$ cat src/rtl/instr_mem_loader.sv
// Byte-stream loader for the instruction memory: writes bytes to consecutive addresses until the HALT word.
// The optional inter-byte timeout is built only when LOADER_TIMEOUT_EN is defined.
module instr_mem_loader #(
   parameter int                   INSTMEM_SIZE   = 8,
   parameter int                   MEM_SIZE       = 8,
   parameter int                   INST_SIZE      = 32,
   parameter logic [INST_SIZE-1:0] HALT_INSTR     = 32'hFFFF_FFFF,
   parameter int                   TIMEOUT_CYCLES = 1_000_000
) (
   input  logic                    i_clock,
   input  logic                    i_reset,
   input  logic                    i_start,
   input  logic                    i_rx_valid,
   input  logic [MEM_SIZE-1:0]     i_rx_data,
   output logic                    o_rx_ready,
   output logic                    o_instrmem_en,
   output logic                    o_write_en,
   output logic [INSTMEM_SIZE-1:0] o_write_addr,
   output logic [MEM_SIZE-1:0]     o_write_data,
   output logic                    o_pc_reset,
   output logic                    o_done,
   output logic                    o_overflow,
   output logic                    o_timeout,
   output logic [INSTMEM_SIZE-2:0] o_instr_count
);

   localparam int BYTES = INST_SIZE / MEM_SIZE;
   localparam int IDX_W = (BYTES > 1) ? $clog2(BYTES) : 1;
   localparam int HIST_W = INST_SIZE - MEM_SIZE;
   localparam logic [IDX_W-1:0] LAST_IDX = IDX_W'(BYTES - 1);
   localparam logic [INSTMEM_SIZE-1:0] TOP_ADDR = '1;

   typedef enum logic [2:0] {S_IDLE, S_LOAD, S_FLUSH, S_DONE, S_ERROR} state_t;

   state_t                  state, next_state;
   logic [INSTMEM_SIZE-1:0] addr;
   logic [IDX_W-1:0]        byte_idx;
   logic [HIST_W-1:0]       word_hist;
   logic                    flush_err;
   logic                    timeout_hit;

   logic                 accept, restart, word_end, is_halt, at_top;
   logic [INST_SIZE-1:0] completed;

   // o_rx_ready is high exactly in LOAD; a start pulse in the same cycle discards the byte.
   assign accept    = i_rx_valid && o_rx_ready && !i_start;
   assign restart   = i_start && (state != S_FLUSH);
   assign completed = {word_hist, i_rx_data};
   assign word_end  = (byte_idx == LAST_IDX);
   assign is_halt   = word_end && (completed == HALT_INSTR);
   assign at_top    = (addr == TOP_ADDR);

   // NOTE: next_state gets a default before the case so no path leaves it unassigned (no latch).
   always_comb begin
      next_state = state;
      case (state)
         S_IDLE:  if (i_start) next_state = S_LOAD;
         S_LOAD: begin
            if (i_start)                           next_state = S_LOAD;
            else if (accept && (is_halt || at_top)) next_state = S_FLUSH;
            else if (timeout_hit)                  next_state = S_ERROR;
         end
         S_FLUSH: next_state = flush_err ? S_ERROR : S_DONE;
         S_DONE, S_ERROR: if (i_start) next_state = S_LOAD;
         default: next_state = S_IDLE;
      endcase
   end

   // NOTE: sequential state uses non-blocking assignments so every register samples pre-edge values.
   always_ff @(posedge i_clock or negedge i_reset) begin
      if (!i_reset) begin
         state         <= S_IDLE;
         addr          <= '0;
         byte_idx      <= '0;
         word_hist     <= '0;
         flush_err     <= 1'b0;
         o_instr_count <= '0;
         o_write_en    <= 1'b0;
         o_write_addr  <= '0;
         o_write_data  <= '0;
         o_rx_ready    <= 1'b0;
         o_instrmem_en <= 1'b0;
         o_pc_reset    <= 1'b1;
         o_done        <= 1'b0;
         o_overflow    <= 1'b0;
      end else begin
         state      <= next_state;
         o_write_en <= accept;
         if (accept) begin
            o_write_addr <= addr;
            o_write_data <= i_rx_data;
         end
         if (restart) begin
            addr          <= '0;
            byte_idx      <= '0;
            word_hist     <= '0;
            o_instr_count <= '0;
         end else if (accept) begin
            addr      <= addr + 1'b1;
            word_hist <= completed[HIST_W-1:0];
            byte_idx  <= word_end ? '0 : byte_idx + 1'b1;
            if (word_end) o_instr_count <= o_instr_count + 1'b1;
         end
         if (state == S_LOAD && next_state == S_FLUSH) flush_err <= !is_halt;
         o_rx_ready    <= (next_state == S_LOAD);
         o_instrmem_en <= (next_state == S_LOAD) || (next_state == S_FLUSH) || (next_state == S_DONE);
         o_pc_reset    <= (next_state != S_DONE);
         o_done        <= (next_state == S_DONE);
         // The error cause is latched on ERROR entry and held until the block leaves ERROR.
         o_overflow    <= (next_state == S_ERROR) &&
                          ((state == S_ERROR) ? o_overflow : (state == S_FLUSH && flush_err));
      end
   end

`ifdef LOADER_TIMEOUT_EN
   localparam int TW = $clog2(TIMEOUT_CYCLES + 1);
   localparam logic [TW-1:0] T_LAST = TW'(TIMEOUT_CYCLES - 1);

   logic [TW-1:0] idle_cnt;

   // idle_cnt counts idle LOAD cycles before the current one; this cycle is idle number idle_cnt+1.
   assign timeout_hit = (state == S_LOAD) && !accept && (idle_cnt == T_LAST);

   always_ff @(posedge i_clock or negedge i_reset) begin
      if (!i_reset) begin
         idle_cnt  <= '0;
         o_timeout <= 1'b0;
      end else begin
         if (restart || accept || state != S_LOAD) idle_cnt <= '0;
         else                                      idle_cnt <= idle_cnt + 1'b1;
         o_timeout <= (next_state == S_ERROR) &&
                      ((state == S_ERROR) ? o_timeout : (state == S_LOAD && timeout_hit));
      end
   end
`else
   logic unused_timeout_cfg;
   assign unused_timeout_cfg = (TIMEOUT_CYCLES == 0);
   assign timeout_hit        = 1'b0;
   assign o_timeout          = 1'b0;
`endif

endmodule

$ cat config.mk
export PLATFORM = sky130hd
export DESIGN_NAME = instr_mem_loader
export DESIGN_NICKNAME = d
export VERILOG_FILES = /design/src/rtl/instr_mem_loader.sv
export SDC_FILE = /design/constraint.sdc
export NUM_CORES = 1
export LEC_CHECK = 0
export CAP_MARGIN = 20
export CORE_ASPECT_RATIO = 1.1
export CORE_MARGIN = 2
export CORE_UTILIZATION = 54
export CTS_CLUSTER_DIAMETER = 80
export DETAILED_ROUTE_END_ITERATION = 10
export HOLD_SLACK_MARGIN = 0.08
export PLACE_DENSITY_LB_ADDON = 0.25
export SLEW_MARGIN = 0
export SYNTH_ARGS = -nofsm -noshare
export SYNTH_HDL_FRONTEND = slang
export SYNTH_SLANG_ARGS = --single-unit
$ cat constraint.sdc
create_clock -name i_clock -period 1.47 [get_ports i_clock]
set_input_delay 0.3675 -clock i_clock [delete_from_list [all_inputs] [get_ports i_clock]]
set_output_delay 0.3675 -clock i_clock [all_outputs]
set_load 0.1 [all_outputs]
==> flow_summary.toml <==
[route]
final_ant_viol_nets = 0
viasPerCell = 5.37
routed-via-count = 2386
total_iterations_of_the_first_detailed_routing_run = 4
first_iter_violations = 113
wl_um = 6650
avgRoutedWirePerCell_um = 15.0
post-route-drc-count = 0

[clock_tree]
clk_root_buffer_cell = "sky130_fd_sc_hd__clkbuf_8"
cts_tree = "yes"
ctsLongestPathBuffers = 2
clk_latency_ns = 0.34
worst_setup_hold_path_clk_slew_ns = 0.07
ctsHtreeMaxLevel = 3
tritoncts_buffer_count = 9
cts_sinks = 67

[pwr]
static-leakage-power_nw = 1.95
ir_worst_vdd_mv = 1.09
pwr-share-clk_pct = 36.1
net-switching-power_mw = 1.37
share_comb_of_total_power_pct = 20.4
internal-power_mw = 3.28
finalPower_mw = 4.65
proportion_of_total_power_due_to_net_switching_pct = 29.4
pwr-share-seq_pct = 43.5
power_per_cell_area_nw_per_um2 = 1110

[placed_design]
io_buffer_count = 40
dp_worst_slack_ns = -0.406
gp_congestion = 0.845
placement.cell_area_sq_um = 3890
hpwl_um = 4580

[min_path]
worst_hold_path_cell_count = 2
timing.hold.worst.start = "addr[7]$_DFFE_PN0P_"
min_path_type = "register to register"
hold-path-endpoint = "o_write_addr[7]$_DFFE_PN0P_"

[finish]
drive_gt1_share_pct = 26.6
antenna-diode-count = 0
nFillCells = 310
design.final.nets = 379
final_design_area_no_fill_sq_um = 4170
area_growth_syn_to_layout_pct = 43.8

[grt]
grt_remaining_overflow = 0
maximum_number_of_pins_on_one_net_before_global_route_repair = 68
first_pass_grt_wire_length_um = 11300
track_usage_pct = 24.9
grt_pass1_vias = 2416
grt_antenna_before_repair = 0

[setup_path]
cp_data_required_time_ns = 1.10
worst-endpoint-arrival_ns = 1.06
reg2reg_setup_slack_ns = 0.06
timing.critical_path.slowest_stage_cell = "sky130_fd_sc_hd__dfstp_2"
rr_endpoint = "state[0]$_DFF_PN0_"
path_cells = "buf_12"
cp_top_family = "flip-flops"
critical_path.n_buffers_inverters = 1
rr_startpoint = "addr[1]$_DFFE_PN0P_"
worst-path-max-fanout = 1
worstSetupStartpointType = "register"
worstSetupEndpointType = "primary output"
worstRegToRegCells = 5
cpPeakStageDelay_ns = 0.55
timing.setup.critical_path_class = "register to primary output"

[timing]
finalWorstSetupSlack_ns = 0.0472
period_utilization_post_route_pct = 96.8
final-max-slew-violation-count = 0
unrepaired_setup_endpoints_after_global_routing = "no"
finalSetupViolations = 0
final.setup_skew_ns = 0.0118
holdWs_ns = 0.518
finalWorstPathRequiredPeriod_ns = 1.42
final-hold-violation-count = 0
maxClockFrequency_mhz = 703

[logic_synthesis]
seq_area_frac_synth_pct = 57.8
async_reset_ff_share_pct = 100
synth-edff-count = 0
synthesized_cell_area_sq_um = 2900
netlist_top_cells_count = "sky130_fd_sc_hd__nand2_1 (95), sky130_fd_sc_hd__dfrtp_1 (66), sky130_fd_sc_hd__a21oi_1 (23)"
post-synth-top-count-cell = "sky130_fd_sc_hd__nand2_1"
synth_top_flop_cell = "sky130_fd_sc_hd__dfrtp_1"
yosys-top-cells-area = "sky130_fd_sc_hd__dfrtp_1 (57%), sky130_fd_sc_hd__nand2_1 (12%), sky130_fd_sc_hd__a21oi_1 (4.0%)"
synth.avg_cell_area_sq_um = 9.90
yosysWarnings = 0
instance_count_of_the_mapped_netlist = 293
ys_ff_latch = 67
netlist.top_cell.by_area = "sky130_fd_sc_hd__dfrtp_1"
synth_fp_nets = 308
synth_cell_type_count = 39
synth_largest_type_area_fraction_pct = 56.9

[die]
boundaryPins = 42
die_x_um = 73.9
floorplan.die.height_um = 80.9
rows = 28
core_area_sq_um = 5290
initial_utilization_pct = 54.8
dieArea_sq_um = 5980

[outcome]
status = "complete, no violations"

[job]
maximum_capacitance_violations = 0
[worst max-delay path by stage]
stage                                     from                  end  slack (ns)  depth (start not counted)
after floorplan           o_rx_ready$_DFF_PN0_   state[0]$_DFF_PN0_       0.005                          4
after global placement                 i_start  addr[4]$_DFFE_PN0P_       -0.34                          5
after detailed placement               i_start  addr[6]$_DFFE_PN0P_       -0.41                          6
after CTS                  addr[0]$_DFFE_PN0P_   state[0]$_DFF_PN0_        0.02                          5
after global routing              i_rx_data[4]   state[1]$_DFF_PN0_       0.005                          5
final                     o_pc_reset$_DFF_PN1_           o_pc_reset        0.05                          1
[repair_timing]
item / in CTS / in global routing
gates resized for setup: 5 / 4
setup buffers: 0 / 2
endpoints found under the setup margin: 12 / 13
pin swaps: 0 / 7
hold buffers: 1 / 0
hold endpoints to repair: 66 / 0
[cell usage in the layout (no fill, tap or decap), types with 8 or more instances in the layout]
| master | netlist | routed |
|---|---|---|
| sky130_fd_sc_hd__nand4_1 | 11 | 11 |
| sky130_fd_sc_hd__nand2_1 | 95 | 95 |
| sky130_fd_sc_hd__clkbuf_8 | 0 | 10 |
| sky130_fd_sc_hd__buf_12 | 0 | 33 |
| sky130_fd_sc_hd__buf_4 | 3 | 29 |
| sky130_fd_sc_hd__clkdlybuf4s50_1 | 0 | 8 |
| sky130_fd_sc_hd__a21oi_1 | 23 | 23 |
| sky130_fd_sc_hd__dfrtp_1 | 66 | 59 |
| sky130_fd_sc_hd__xor2_1 | 9 | 9 |
| sky130_fd_sc_hd__a22o_1 | 9 | 9 |
| sky130_fd_sc_hd__nor2_1 | 15 | 15 |
[layout make-up]
cell class	count	area, sq um	share of cell area, %
Sequential cell	67	1690	40.6
Tap cell	75	93.8	2.25
Clock buffer	12	145	3.48
Clock inverter	4	73.8	1.77
Inverter	3	13.8	0.330
Timing Repair Buffer	74	991	23.7
Multi-Input combinational cell	209	1160	27.8
[through the flow]
stage,utilization [%],instances,TNS (ns)
3_3_place_gp,73.5,425,-14.56
2_1_floorplan,-,293,0
3_5_place_dp,73.5,425,-18.44
6_report,78.9,444,0
5_1_grt,78.9,444,0
4_1_cts,78.1,442,0
[power groups by stage]
stage	registers (mW)	logic [mW]	clock network [mW]
floorplan	2.38	0.189	0
global placement	2.05	0.929	0
detailed placement	2.05	0.942	0
CTS	2.02	0.946	1.71
global route	2.03	0.997	1.79
finish	2.02	0.949	1.68
[flip-flops by register name (all words and copies together), names as in the netlist, 2 cells and up]
name and count:
o_write_addr 8, o_write_data 8, byte_idx 2, o_instr_count 7, state 3, word_hist 24, addr 8
[routing by layer]
metal / global-route usage, % / up-vias / wire length, um
li1: - / 1127 / -
met1: 31.3 / 1172 / 2690
met2: 42.0 / 73 / 3540
met3: 4.59 / 14 / 262
met4: 10.7 / 0 / 150
met5: 0 / - / 0
[cell families after synthesis]
kind of cell,synth area share (%)
simple gates,24.0
flops,57.8
compound gates,9.44
buf+inv,3.58
xor+xnor,3.32
fa+ha+maj,1.29
other cells,0.129
mux,0.388
(Power assumes the default switching activity.)
